## src/rtl/ex_issue_scoreboard.sv

```systemverilog
// Execute-stage issue controller: tracks in-flight scalar, vector and CC writes
// and decides per cycle whether the decode instruction issues, stalls or is squashed.
module ex_issue_scoreboard #(
  parameter int unsigned NUM_REGS      = 16,
  parameter int unsigned NUM_VREGS     = 64,
  parameter int unsigned CC_CNT_MAX    = 3,
  parameter int unsigned FLUSH_DEPTH   = 2,
  localparam int unsigned REG_ID_WIDTH  = $clog2(NUM_REGS),
  localparam int unsigned VREG_ID_WIDTH = $clog2(NUM_VREGS),
  localparam int unsigned CC_WIDTH      = $clog2(CC_CNT_MAX + 1),
  localparam int unsigned FLUSH_WIDTH   = $clog2(FLUSH_DEPTH + 1),
  localparam int unsigned PCNT_WIDTH    = $clog2(NUM_REGS + 1)
) (
  input  logic                     I_CLOCK,
  input  logic                     I_RESET,
  input  logic                     I_LOCK,
  input  logic                     I_DE_Valid,
  input  logic [REG_ID_WIDTH-1:0]  I_Src1Idx,
  input  logic [REG_ID_WIDTH-1:0]  I_Src2Idx,
  input  logic                     I_Src1Use,
  input  logic                     I_Src2Use,
  input  logic [VREG_ID_WIDTH-1:0] I_VSrc1Idx,
  input  logic [VREG_ID_WIDTH-1:0] I_VSrc2Idx,
  input  logic                     I_VSrc1Use,
  input  logic                     I_VSrc2Use,
  input  logic [REG_ID_WIDTH-1:0]  I_DestRegIdx,
  input  logic                     I_RegWEn,
  input  logic [VREG_ID_WIDTH-1:0] I_DestVRegIdx,
  input  logic                     I_VRegWEn,
  input  logic                     I_CCWEn,
  input  logic                     I_CCUse,
  input  logic                     I_GPUStallSignal,
  input  logic                     I_BranchTaken,
  input  logic                     I_WB_Valid,
  input  logic                     I_WB_RegWEn,
  input  logic                     I_WB_VRegWEn,
  input  logic                     I_WB_CCWEn,
  input  logic [REG_ID_WIDTH-1:0]  I_WB_DestRegIdx,
  input  logic [VREG_ID_WIDTH-1:0] I_WB_DestVRegIdx,
  output logic                     O_Issue_Signal,
  output logic                     O_Stall_Signal,
  output logic                     O_Kill_Signal,
  output logic                     O_Flush,
  output logic [CC_WIDTH-1:0]      O_CCPending,
  output logic [PCNT_WIDTH-1:0]    O_PendingCount
);

  logic [NUM_REGS-1:0]    pend_q, pend_d;
  logic [NUM_VREGS-1:0]   vpend_q, vpend_d;
  logic [CC_WIDTH-1:0]    cc_cnt_q, cc_cnt_d;
  logic [FLUSH_WIDTH-1:0] flush_cnt_q, flush_cnt_d;
  logic [PCNT_WIDTH-1:0]  pend_cnt_q, pend_cnt_d;

  logic hazard;
  logic flush_active;
  logic cc_inc;
  logic cc_dec;

  // Hazards look only at registered state; a retiring write unblocks next cycle.
  always_comb begin
    hazard = 1'b0;
    if (I_Src1Use && pend_q[I_Src1Idx])       hazard = 1'b1;
    if (I_Src2Use && pend_q[I_Src2Idx])       hazard = 1'b1;
    if (I_VSrc1Use && vpend_q[I_VSrc1Idx])    hazard = 1'b1;
    if (I_VSrc2Use && vpend_q[I_VSrc2Idx])    hazard = 1'b1;
    if (I_RegWEn && pend_q[I_DestRegIdx])     hazard = 1'b1;
    if (I_VRegWEn && vpend_q[I_DestVRegIdx])  hazard = 1'b1;
    if (I_CCUse && (cc_cnt_q != '0))          hazard = 1'b1;
    if (I_CCWEn && (cc_cnt_q == CC_WIDTH'(CC_CNT_MAX))) hazard = 1'b1;
  end

  assign flush_active   = (flush_cnt_q != '0);
  assign O_Kill_Signal  = I_DE_Valid & flush_active;
  assign O_Issue_Signal = I_LOCK & I_DE_Valid & ~flush_active & ~hazard & ~I_GPUStallSignal;
  assign O_Stall_Signal = I_DE_Valid & ~flush_active & ~O_Issue_Signal;

  assign cc_inc = O_Issue_Signal & I_CCWEn;
  assign cc_dec = I_WB_Valid & I_WB_CCWEn & (cc_cnt_q != '0);

  always_comb begin
    pend_d  = pend_q;
    vpend_d = vpend_q;
    // Clear first so a same-index set from the issuing instruction wins.
    if (I_WB_Valid && I_WB_RegWEn)  pend_d[I_WB_DestRegIdx]   = 1'b0;
    if (I_WB_Valid && I_WB_VRegWEn) vpend_d[I_WB_DestVRegIdx] = 1'b0;
    if (O_Issue_Signal && I_RegWEn)  pend_d[I_DestRegIdx]   = 1'b1;
    if (O_Issue_Signal && I_VRegWEn) vpend_d[I_DestVRegIdx] = 1'b1;
  end

  always_comb begin
    cc_cnt_d = cc_cnt_q;
    if (cc_inc && !cc_dec)      cc_cnt_d = cc_cnt_q + CC_WIDTH'(1);
    else if (cc_dec && !cc_inc) cc_cnt_d = cc_cnt_q - CC_WIDTH'(1);
  end

  always_comb begin
    flush_cnt_d = flush_cnt_q;
    if (I_LOCK) begin
      if (I_BranchTaken)     flush_cnt_d = FLUSH_WIDTH'(FLUSH_DEPTH);
      else if (flush_active) flush_cnt_d = flush_cnt_q - FLUSH_WIDTH'(1);
    end
  end

  always_comb begin
    pend_cnt_d = '0;
    for (int i = 0; i < NUM_REGS; i++) begin
      pend_cnt_d = pend_cnt_d + PCNT_WIDTH'(pend_d[i]);
    end
  end

  always_ff @(negedge I_CLOCK or posedge I_RESET) begin
    if (I_RESET) begin
      pend_q      <= '0;
      vpend_q     <= '0;
      cc_cnt_q    <= '0;
      flush_cnt_q <= '0;
      pend_cnt_q  <= '0;
    end else begin
      pend_q      <= pend_d;
      vpend_q     <= vpend_d;
      cc_cnt_q    <= cc_cnt_d;
      flush_cnt_q <= flush_cnt_d;
      pend_cnt_q  <= pend_cnt_d;
    end
  end

  assign O_Flush        = flush_active;
  assign O_CCPending    = cc_cnt_q;
  assign O_PendingCount = pend_cnt_q;

endmodule

```

## config.mk

```make
export PLATFORM = sky130hd
export DESIGN_NAME = ex_issue_scoreboard
export DESIGN_NICKNAME = d
export VERILOG_FILES = /design/src/rtl/ex_issue_scoreboard.sv
export SDC_FILE = /design/constraint.sdc
export NUM_CORES = 1
export LEC_CHECK = 0
export BUFFER_PORTS_ARGS = -buffer_cell sky130_fd_sc_hd__buf_2
export CORE_UTILIZATION = 34
export DETAILED_ROUTE_END_ITERATION = 12
export HOLD_SLACK_MARGIN = 0.05
export SLEW_MARGIN = 20
export SYNTH_ARGS = -nofsm -noshare
export SYNTH_HDL_FRONTEND = slang
export SYNTH_SLANG_ARGS = --single-unit
```

## constraint.sdc

```tcl
create_clock -name I_CLOCK -period 12.4 [get_ports I_CLOCK]
set_input_delay 1.86 -clock I_CLOCK [delete_from_list [all_inputs] [get_ports I_CLOCK]]
set_output_delay 1.86 -clock I_CLOCK [all_outputs]
set_load 0.05 [all_outputs]
```

=== After elaboration in Yosys (flattened, before gate mapping) ===
Index checks and enable logic that the tools add are counted.

* Bits in registers: 89
* Latch bits: 0
* Memory bits (writable): 0
* Bits in read-only memories: 0
* Input bits: 58
* Output and inout port bits: 11
* Memories kept: 0

* Add/sub/neg operators: 18
* $mul: 0
* Div/mod/pow operators: 0
* Order comparisons: 12
* Equality and inequality tests: 1
* Shift operators: 0
* Mux-type cells: 36
* Bitwise operators: 20
* Reductions and logical operators: 25

{| class="wikitable"
|+ Operators with widths
! kind !! number
|-
| 2-to-1 mux 64 bit || 2
|-
| AND 64 bit || 1
|-
| inverter 64 bit || 1
|-
| OR 64 bit || 1
|-
| adder 5 x 1 -> 5 bit || 11
|-
| 2-to-1 mux 16 bit || 2
|-
| < comparator 6 x 7 -> 1 bit, second input constant || 4
|-
| < comparator 4 x 5 -> 1 bit, second input constant || 4
|-
| binary-select mux 1 bit (select 6 bit) || 3
|-
| logical AND 1 bit || 18
|-
| 2-to-1 mux 1 bit || 18
|-
| AND 16 bit || 1
|-
| inverter 16 bit || 1
|-
| OR 16 bit || 1
|-
| binary-select mux 1 bit (select 4 bit) || 3
|-
| demux 1 bit (select 6 bit) || 2
|-
| greater-or-equal comparator 6 x 1 -> 1 bit, second input constant || 2
|-
| AND 1 bit || 10
|-
| demux 1 bit (select 4 bit) || 2
|-
| greater-or-equal comparator 4 x 1 -> 1 bit, second input constant || 2
|-
| 2-to-1 mux 2 bit || 4
|-
| nonzero test 2 bit || 4
|-
| adder 4 x 1 -> 5 bit || 1
|-
| adder 3 x 1 -> 4 bit || 1
|-
| 8 further kinds || 13
|}

=== Depth between registers and ports, before layout ===
* Word-level depth: 31
* Depth in mapped cells: 24
* Depth with buffers taken out: 22

==> out/summary.txt <==
routed wire length -> 23800 microns
RSZ-0062 raised after global routing -> yes
Chip Height -> 139.9 microns
FF+latch area -> 2227 sq um
Clock transition at path regs -> 0.05 ns
Worst setup EP type -> flop
clock latency on the worst-skew pair -> 0.36 ns
vias post-DR -> 6143
1st-iter DRT viols -> 564
failing checks -> setup timing
initial antenna violation count -> 0
Unique masters post-synth -> 67
r2r startpoint -> flush_cnt_q[0]
number of diodes -> 0
drt via density -> 6.353
fraction of registers with async set/reset -> 100.0%
H-Tree Level Count -> 3
Starting Density -> 34.58%
Post-Route Setup TNS -> -2.334 ns
TritonCTS Buffers -> 9
CTS root buf -> clkbuf_16
TritonCTS clock tree -> yes
most frequent cells in the layout -> o21ai_0 (97), dfrtn_1 (89), buf_4 (72), buf_2 (61), o31ai_1 (49)
Post-CTS Hold Buffers -> 0
clk sinks -> 89
Slew Limit Headroom -> 39.25%
DP Wirelength -> 17660 microns
num ports -> 69
PortBufs -> 68
Syn Nets -> 674
status -> finished with violations
DR pass1 iterations -> 5
CP arrival -> 7.01 ns
vias in the first global route -> 6118
Syn-to-layout area delta -> 28.57%
synthesized cell area -> 6469 sq um
r2r setup slk -> 6.68 ns
worst hold path class -> flop to flop
number of routed nets with antenna violations -> 0
detailed-route DRC error count -> 0
Worst Path Required -> 6.41 ns
hold path depth -> 1
Pwr Density -> 93.74 nW/um^2
Synth Area per Inst -> 10.80 sq um
hold_sp -> O_CCPending[1]
multi-input logic area -> 4193 sq um
fraction of layout instances using a drive strength above 1 -> 39.15%
Core ar. -> 18710 sq um
Total GRT Usage -> 24.66%
RD Place Congestion -> 1.008
Final Skew -> 0.007129 ns
WHS Endpoint -> O_CCPending[1]
final worst slack -> -0.5983 ns
most common cell after layout, fill and taps aside -> o21ai_0
hold_ws -> 0.4741 ns
synthesized instance count -> 599
critical path type -> input pin to flop
number of synthesized flops with an enable pin -> 0
R2R cell count -> 23
flops & latches, synth -> 89
largest net degree at the start of global routing -> 53
maximum root-to-sink buffer count -> 2
MaxCap Viol Count -> 0
max-slew violation total from the final report -> 0
die width -> 139.9 microns
Leak -> 3.543 nW
WL per Instance -> 24.62 microns
top_reg_cell synth -> dfrtn_1
Final Setup Violations -> 5
fillers -> 1730
Worst Path Max Fanout -> 6
first-pass GRT wire length -> 36070 microns
GRT overflow -> 0
Worst IR Drop VDD -> 0.0001069 V
Startpoint Class -> input pin
final hold vios -> 0
row count -> 50
die area -> 19580 sq um
Yosys warnings -> 0
sequential area share after synthesis -> 34.43%
nets -> 803
worst slew pin tran -> 0.9101 ns
Worst R2R End -> O_PendingCount[1]
layer usage:
| metal | GRT usage, % | routed length [microns] | share of wire (%) |
|---|---|---|---|
| met1 | 30.50 | 9095 | 38 |
| met2 | 39.71 | 11140 | 47 |
| met3 | 7.145 | 2442 | 10 |
| met4 | 11.63 | 1127 | 4.7 |
| met5 | 0 | 0 | 0 |
cells by family after synthesis:
| family | Yosys count | synth area share, % |
|---|---|---|
| AOI/OAI and AO/OA | 219 | 22.77 |
| and+or+nand+nor | 119 | 10.66 |
| DFF | 89 | 34.43 |
| muxes | 84 | 22.59 |
| buffers and inverters | 66 | 4.429 |
| adders and majority gates | 17 | 4.449 |
| xor gates and xnor gates | 5 | 0.6771 |
how the worst max path moves through the flow:
stage / end / cells past startpoint / startpoint / slack [ns]
final: O_PendingCount[1] / 21 / I_VSrc2Idx[1] / -0.60
after floorplan: O_PendingCount[1] / 22 / I_VSrc1Idx[1] / -0.69
after global routing: O_PendingCount[1] / 21 / I_VSrc2Idx[1] / -0.79
after CTS: O_PendingCount[1] / 21 / I_VSrc2Idx[1] / -0.55
after global placement: O_PendingCount[1] / 21 / I_VSrc2Idx[1] / -1.03
after detailed placement: O_PendingCount[1] / 21 / I_Src1Idx[1] / -1.10
metrics by stage:
step,worst slack [ns],power (mW),cell area (sq um),utilization [%],std cells
floorplan,-0.6854,0.4268,6669,-,599
global route,-0.7867,0.8090,8317,44.46,967
detailed placement,-1.099,0.4936,7685,41.08,938
finish,-0.5983,0.7796,8317,44.46,967
CTS,-0.5497,0.7783,8180,43.73,960
global placement,-1.026,0.4888,7685,41.08,938
synthesized netlist by cell type, drive strengths merged (3+ instances only):
cell type | instances | area, sq um
o21ai | 100 | 500.5
o22ai | 6 | 37.54
mux2 | 16 | 180.2
o31a | 3 | 26.28
dfrtn | 89 | 2227
or2 | 10 | 62.56
mux2i | 20 | 200.2
nand2 | 21 | 78.83
a221oi | 7 | 61.31
a22oi | 5 | 37.54
or3 | 4 | 25.02
a21oi | 4 | 20.02
nor3 | 3 | 15.01
nor2b | 12 | 75.07
nor3b | 3 | 22.52
nand2b | 9 | 56.30
o41ai | 4 | 42.55
xnor2 | 3 | 26.28
nor2 | 12 | 45.04
buf | 21 | 117.6
o31ai | 59 | 478.0
nand3b | 10 | 75.07
nand4 | 4 | 25.02
ha | 7 | 87.58
clkbuf | 17 | 63.81
o21a | 4 | 30.03
and2 | 3 | 18.77
nand3 | 15 | 80.08
inv | 28 | 105.1
and3 | 3 | 18.77
mux4 | 48 | 1081
fa | 10 | 200.2
or3b | 3 | 26.28
critical path, cell delays in order:
cell and delay, ns:
buf_12 0.08, buf_12 0.11, mux4_2 0.50, mux4_2 0.48, mux2_4 0.28, nand3b_1 0.24
nand3_4 0.17, buf_6 0.16, o41ai_4 0.38, fa_1 0.49, inv_2 0.08, fa_1 0.40
inv_1 0.08, fa_1 0.40, inv_1 0.08, fa_2 0.44, inv_2 0.07, ha_4 0.12
inv_2 0.03, fa_2 0.50, inv_1 0.03
power breakdown:
group	internal, mW	leakage (nW)	switching, mW	total [mW]
Clock	0.161	0.150	0.116	0.277
Combinational	0.0719	2.16	0.114	0.186
Sequential	0.304	1.23	0.0128	0.317
final cells by class:
type                            instances  area share [%]
Clock buffer                           11           2.919
Sequential cell                        89           26.78
Tap cell                              234           3.520
Inverter                               28           1.279
Timing Repair Buffer                  156           14.44
Clock inverter                          5          0.6469
Multi-Input combinational cell        444           50.41
state kept, by name (all words and copies together) (netlist names):
register / cells
flush_cnt_q: 2
O_PendingCount: 5
vpend_q: 64
O_CCPending: 2
pend_q: 16
repair_timing:
item,in CTS,in global routing
setup buffers,5,7
hold endpoints to repair,0,0
resized for setup,26,20
gates cloned,1,0
endpoints found under the setup margin,5,5
pin swaps,8,12
No activity file was read; power rests on OpenSTA's default activity.
